<file path="config.mk">
export PLATFORM = sky130hd
export DESIGN_NAME = pellet_map_writer
export DESIGN_NICKNAME = d
export VERILOG_FILES = /design/src/rtl/pacman_defs.sv /design/src/rtl/pellet_counter.sv /design/src/rtl/pellet_map_writer.sv
export SDC_FILE = /design/constraint.sdc
export NUM_CORES = 1
export LEC_CHECK = 0
export ABC_AREA = 1
export BUFFER_PORTS_ARGS = -buffer_cell sky130_fd_sc_hd__buf_4
export CORE_UTILIZATION = 49
export DETAILED_ROUTE_END_ITERATION = 16
export HOLD_SLACK_MARGIN = 0.06
export PLACE_DENSITY_LB_ADDON = 0.12
export SYNTH_ARGS = -nofsm -noshare
export SYNTH_HDL_FRONTEND = slang
export SYNTH_SLANG_ARGS = --single-unit
</file>
<file path="constraint.sdc">
create_clock -name clk -period 2.1 [get_ports clk]
set_input_delay 0.21 -clock clk [delete_from_list [all_inputs] [get_ports clk]]
set_output_delay 0.21 -clock clk [all_outputs]
set_load 0.02 [all_outputs]
</file>
<file path="src/rtl/pacman_defs.sv">
`default_nettype none
// ============================================================================
// Module   : pacman_defs (package)
// Brief    : Maze grid constants, power-up cells and pellet writer states.
// Revision : 1.0 - initial release
// ============================================================================
package pacman_defs;

    localparam int CELL_W   = 5;
    localparam int GRID_MAX = 31;

    // Power-up cell decode, shared with the renderer's isPowerUp logic
    localparam int PWR_COL0 = 2;
    localparam int PWR_COL1 = 27;
    localparam int PWR_ROW0 = 4;
    localparam int PWR_ROW1 = 24;

    localparam logic [2:0] ST_IDLE      = 3'd0;
    localparam logic [2:0] ST_INIT      = 3'd1;
    localparam logic [2:0] ST_INIT_LAST = 3'd2;
    localparam logic [2:0] ST_EAT_RD    = 3'd3;
    localparam logic [2:0] ST_EAT_WR    = 3'd4;

    typedef enum logic [2:0] {
        IDLE      = ST_IDLE,
        INIT      = ST_INIT,
        INIT_LAST = ST_INIT_LAST,
        EAT_RD    = ST_EAT_RD,
        EAT_WR    = ST_EAT_WR
    } state_t;

    function automatic logic is_border(input logic [CELL_W-1:0] x,
                                       input logic [CELL_W-1:0] y);
        return (x == '0) || (x == CELL_W'(GRID_MAX)) ||
               (y == '0) || (y == CELL_W'(GRID_MAX));
    endfunction

endpackage
`default_nettype wire

</file>
<file path="src/rtl/pellet_counter.sv">
`default_nettype none
// ============================================================================
// Module   : pellet_counter
// Brief    : Pellets-remaining counter with sticky level-clear on 1->0.
// Revision : 1.0 - initial release
// ============================================================================
module pellet_counter #(
    parameter int CNT_W = 10
) (
    input  logic             clk,
    input  logic             reset_n,
    input  logic             clr,
    input  logic             inc,
    input  logic             dec,
    output logic [CNT_W-1:0] count,
    output logic             level_clear
);

    logic [CNT_W-1:0] r_count;
    logic             r_level_clear;

    always_ff @(posedge clk or negedge reset_n) begin
        if (!reset_n) begin
            r_count       <= '0;
            r_level_clear <= 1'b0;
        end else if (clr) begin
            r_count       <= '0;
            r_level_clear <= 1'b0;
        end else if (inc) begin
            r_count <= r_count + CNT_W'(1);
        end else if (dec) begin
            r_count <= r_count - CNT_W'(1);
            if (r_count == CNT_W'(1)) begin
                r_level_clear <= 1'b1;
            end
        end
    end

    // A set pellet read back from RAM implies at least one pellet is counted
    a_no_underflow : assert property (@(posedge clk) disable iff (!reset_n)
                                      dec |-> (r_count != '0));

    assign count       = r_count;
    assign level_clear = r_level_clear;

endmodule
`default_nettype wire

</file>
<file path="src/rtl/pellet_map_writer.sv">
`default_nettype none
// ============================================================================
// Module   : pellet_map_writer
// Brief    : Sole writer of the 32x32 pellet RAM: layout copy and pellet eat.
// Revision : 1.0 - initial release
// ============================================================================
module pellet_map_writer
    import pacman_defs::*;
#(
    parameter int CNT_W  = 10,
    parameter int PWR_X0 = PWR_COL0,
    parameter int PWR_X1 = PWR_COL1,
    parameter int PWR_Y0 = PWR_ROW0,
    parameter int PWR_Y1 = PWR_ROW1
) (
    input  logic              clk,
    input  logic              reset_n,
    input  logic              start_init,
    input  logic              eat_req,
    input  logic [CELL_W-1:0] eat_x,
    input  logic [CELL_W-1:0] eat_y,
    output logic [CELL_W-1:0] rom_x,
    output logic [CELL_W-1:0] rom_y,
    input  logic              rom_din,
    output logic [CELL_W-1:0] rd_x,
    output logic [CELL_W-1:0] rd_y,
    input  logic              rd_din,
    output logic [CELL_W-1:0] wr_x,
    output logic [CELL_W-1:0] wr_y,
    output logic              wr_en,
    output logic              wr_data,
    output logic              ready,
    output logic              pellet_eaten,
    output logic              power_eaten,
    output logic              level_clear,
    output logic [CNT_W-1:0]  pellet_count
);

    localparam int ADDR_W = 2 * CELL_W;

    state_t              r_state;
    state_t              w_next;
    logic [ADDR_W-1:0]   r_sweep;
    logic [ADDR_W-1:0]   w_prev;
    logic [CELL_W-1:0]   r_cell_x;
    logic [CELL_W-1:0]   r_cell_y;
    logic [CELL_W-1:0]   r_wr_x;
    logic [CELL_W-1:0]   r_wr_y;
    logic                w_accept_init;
    logic                w_accept_eat;
    logic                w_sweep_wr;
    logic                w_sweep_data;
    logic                w_eat_hit;
    logic                w_is_power;

    assign w_accept_init = (r_state == IDLE) && start_init;
    assign w_accept_eat  = (r_state == IDLE) && !start_init && eat_req;

    // ROM data arriving now belongs to the address issued one cycle ago
    assign w_prev       = r_sweep - ADDR_W'(1);
    assign w_sweep_wr   = ((r_state == INIT) && (r_sweep != '0)) || (r_state == INIT_LAST);
    assign w_sweep_data = rom_din && !is_border(w_prev[CELL_W-1:0], w_prev[ADDR_W-1:CELL_W]);

    assign w_eat_hit  = (r_state == EAT_WR) && rd_din;
    assign w_is_power = ((r_cell_x == CELL_W'(PWR_X0)) || (r_cell_x == CELL_W'(PWR_X1))) &&
                        ((r_cell_y == CELL_W'(PWR_Y0)) || (r_cell_y == CELL_W'(PWR_Y1)));

    always_comb begin
        w_next  = r_state;
        wr_en   = 1'b0;
        wr_data = 1'b0;
        wr_x    = r_wr_x;
        wr_y    = r_wr_y;

        case (r_state)
            IDLE: begin
                if (start_init) begin
                    w_next = INIT;
                end else if (eat_req) begin
                    w_next = EAT_RD;
                end
            end
            INIT: begin
                if (r_sweep == '1) begin
                    w_next = INIT_LAST;
                end
            end
            INIT_LAST: w_next = IDLE;
            EAT_RD:    w_next = EAT_WR;
            EAT_WR:    w_next = IDLE;
            default:   w_next = IDLE;
        endcase

        if (w_sweep_wr) begin
            wr_en   = 1'b1;
            wr_data = w_sweep_data;
            wr_x    = w_prev[CELL_W-1:0];
            wr_y    = w_prev[ADDR_W-1:CELL_W];
        end else if (w_eat_hit) begin
            wr_en   = 1'b1;
            wr_data = 1'b0;
            wr_x    = r_cell_x;
            wr_y    = r_cell_y;
        end
    end

    always_ff @(posedge clk or negedge reset_n) begin
        if (!reset_n) begin
            r_state  <= IDLE;
            r_sweep  <= '0;
            r_cell_x <= '0;
            r_cell_y <= '0;
            r_wr_x   <= '0;
            r_wr_y   <= '0;
        end else begin
            r_state <= w_next;
            r_wr_x  <= wr_x;
            r_wr_y  <= wr_y;
            if (w_accept_init) begin
                r_sweep <= '0;
            end else if (r_state == INIT) begin
                r_sweep <= r_sweep + ADDR_W'(1);
            end
            if (w_accept_eat) begin
                r_cell_x <= eat_x;
                r_cell_y <= eat_y;
            end
        end
    end

    pellet_counter #(
        .CNT_W (CNT_W)
    ) u_counter (
        .clk         (clk),
        .reset_n     (reset_n),
        .clr         (w_accept_init),
        .inc         (w_sweep_wr && w_sweep_data),
        .dec         (w_eat_hit),
        .count       (pellet_count),
        .level_clear (level_clear)
    );

    assign rom_x        = r_sweep[CELL_W-1:0];
    assign rom_y        = r_sweep[ADDR_W-1:CELL_W];
    assign rd_x         = r_cell_x;
    assign rd_y         = r_cell_y;
    assign ready        = (r_state == IDLE);
    assign pellet_eaten = w_eat_hit;
    assign power_eaten  = w_eat_hit && w_is_power;

endmodule
`default_nettype wire

</file>
==> metrics.txt <==
result of the run=complete, but fails checks; violated checks=negative setup slack; number of buffers on the longest clock path=2; type of the worst min-delay path=input port to register; maximum number of pins on one net before global-route repair=45; largest family of logic cells by synthesized area=simple AND/OR/NAND/NOR gates; endpoint arrival time on the critical path=2.01 ns; worst voltage drop across the vdd grid=0.0006029 V; cell area after technology mapping=0.002843 sq mm; final setup violating endpoints=16; final period demand of the worst path=2.221 ns; total global-route track usage=26.18%; total gr overflow=0; clock network latency to the later pin of the worst-skew pair=0.31 ns; number of nets in the final layout=497; iteration-0 DRC count of the detailed router=178; Area growth syn-to-layout=45.25%; Routed WL per cell=15.03 microns; via density per instance=5.283; Max Fanout on Critical Path=4; final worst slack=-0.1214 ns; detailed-routing iteration count for the pre-antenna-repair pass=4; Setup TNS Final=-0.7553 ns; Period Utilization, post-route=105.8%; number of filler instances in the final layout=432; row count=27; antenna cells=0; leakage=0.001982 uW; Clock Sinks=44; post-synthesis simple-gate area fraction=34.90%; die area=0.006110 sq mm; number of failing hold endpoints at the final stage=0; TritonCTS clock tree=yes; first-pass GRT wire length=12600 microns; via count=2895; kind of launch point of the worst setup path=register; die extent in y=78.17 microns; minimum setup slack among reg-to-reg paths=-0.01 ns; crit-path max cell delay=0.46 ns; clock tree root buffer cell=clkbuf_8; number of nets in the synthesized netlist=392; power per cell area=1040 mW/mm^2; number of routed nets with antenna violations=0; Slew @ Worst Pin=0.5848 ns; per-instance average area after synthesis=7.683 sq um; cells along the critical path=buf_4 -> inv_2 -> nand2_2 -> nor2_1 -> nand2_1 -> nand2_1 -> nor2_2 -> buf_4 -> o21ai_2 -> buf_6; slowest stage cell, crit path=dfrtp_2; proportion of layout cells with a drive suffix above 1=42.02%; # port buffers=61; Final Slew Violations=0; Top Ports=62; pre-CTS setup slack=0.01183 ns; initial core utilization=51.31%; endpoint kind of the worst setup timing path=output port; XOR/XNOR Fraction of Synth Area=4.930%; Die Wd=78.17 microns; count of cell types in the netlist=35; share of the synthesized area in compound gates (AO/OA/AOI/OAI)=10.30%; DR DRC count=0; worst max-slew margin expressed relative to the limit=61.01%; multiplexer share of the synthesized area=0.7923%; critical path start-end classification=register to output port; Max Freq=0.4502 GHz; number of flip-flops and latches in the synthesized netlist=44; final hold slack=0.1048 ns; RSZ-0062 raised after global routing=yes; Final HPWL DP=5359 microns; post-route clock skew=0.004926 ns; Worst-path clk slew=0.09 ns; Synth warnings=0; via count of the first global-routing pass=2695; number of cells produced by synthesis=370; Max Cap Viol=0; Core Region=0.005540 sq mm; gp weighted congestion=0.8940; sequential element share of the synthesized area=38.73%; Max H-tree Level=2; CTS buffer count=5; adder and majority cell fraction of the synthesized area=2.641%; initial antenna violation count=0; critical path required time=1.89 ns; sum of routed wire length over all layers=8236 microns
## placed cells by master, fill, tap and decap left out, types with 2 or more instances in the layout
master      netlist  layout
a31oi_4           0       3
nor2_1           29      27
o21ai_2           0       2
nand2_2          17      24
o21ai_0          24      19
nand2_1          82      74
xor2_1           13      13
nor2_2            7       5
buf_6             0      14
inv_4             0       3
clkinvlp_4        0       3
nand3_2           1       5
nand3_1          29      25
nor2_4            3       7
ha_1              6       5
nand2_4           3       4
o21ai_4           0       4
xnor2_1           3       3
nand4_1          15      15
o211ai_1          5       5
buf_4             0      90
dfrtp_1          44      37
inv_1            40      32
nor3_1            7       7
inv_2             3       7
clkbuf_8          0       5
a21oi_1          10      10
dfrtp_2           0       7
mux2_2            2       2
nand3_4           2       2
## critical path: cells and delay by family, from the launching register on
family | cells | cell delay, ns
AOI/OAI and AO/OA | 1 | 0.21
buffers and inverters | 4 | 0.52
DFF | 1 | 0.46
and+or+nand+nor | 5 | 0.51
## registers in the layout, summed over array words and instances, names as in the netlist
| name | count |
|---|---|
| u_counter.level_clear | 1 |
| r_state | 3 |
| r_wr_y | 5 |
| r_wr_x | 5 |
| u_counter.count | 10 |
| rd_y | 5 |
| rd_x | 5 |
| r_sweep | 10 |
## cells in the mapped netlist (all sizes together)
library cell,n,area share [%]
nand3,32,6.7
inv,43,5.7
buf,4,1.2
nor3,8,1.6
nand4,15,3.3
mux2,2,0.79
a2111oi,1,0.31
and2,1,0.31
clkbuf,5,0.66
o211ai,5,1.3
a21oi,11,2.1
nor2,40,7.3
ha,6,2.6
dfrtp,44,39
nand2,102,16
a211oi,2,0.53
xnor2,3,0.92
o221ai,1,0.31
o21ai,26,4.6
xor2,13,4.0
a221oi,1,0.31
clkinv,1,0.13
a31oi,4,0.88
## report_power, final
part | internal, uW | switching (uW)
sequential | 1060 | 325
combinational | 970 | 1250
clock | 359 | 330
## per-stage QoR
| step | cells | util, % | area [sq um] | power (uW) |
|---|---|---|---|---|
| 3_5_place_dp | 512 | 65.00 | 3601 | 3344 |
| 3_3_place_gp | 512 | 65.00 | 3601 | 3299 |
| 4_1_cts | 537 | 71.36 | 3954 | 4162 |
| 6_report | 548 | 74.53 | 4129 | 4294 |
| 5_1_grt | 548 | 74.53 | 4129 | 4572 |
| 2_1_floorplan | 370 | - | 2963 | 2713 |
## final timing paths
path                                        from                    end  cells after the start
hold / removal                          eat_x[3]                rd_x[3]                      3
setup reg to reg                      r_sweep[2]     u_counter.count[2]                     14
setup / recovery                      r_sweep[2]                wr_y[3]                     10
max in group asynchronous                reset_n             r_sweep[0]                      2
min in group asynchronous                reset_n                rd_x[0]                      2
hold reg to reg            u_counter.level_clear  u_counter.level_clear                      2
## area by class of cell
type	count	area [sq um]	share of cell area, %
clock buffer	5	68.82	1.667
sequential	44	1110	26.88
multi-input combinational	273	1745	42.27
timing repair buffer	107	888.4	21.52
tap	72	90.09	2.182
clock inverter	3	46.29	1.121
inverter	44	180.2	4.364
## routing by layer
metal / up-vias / global-route usage, % / routed length [microns]
met4: 0 / 9.074 / 110
met1: 1375 / 33.88 / 3557
met3: 9 / 2.791 / 370
met2: 86 / 45.35 / 4197
li1: 1425 / - / -
met5: - / 0 / 0
## cells by family (layout without fill, tap and decap cells)
kind of cell    count (synthesis)  in the layout
compound gates                 51             51
xor+xnor                       16             16
fa+ha+maj                       6              6
buf+inv                        53            159
flops                          44             44
mux                             2              2
simple gates                  198            198
## timing repair
item | CTS | global route
setup buffers | 16 | 10
gates cloned | 0 | 1
pin swaps | 15 | 15
endpoints found under the hold margin | 44 | 0
endpoints found under the setup margin | 19 | 23
hold buffers | 1 | 0
gates resized for setup | 34 | 20
Note: power is estimated with default switching activity, not from simulation.
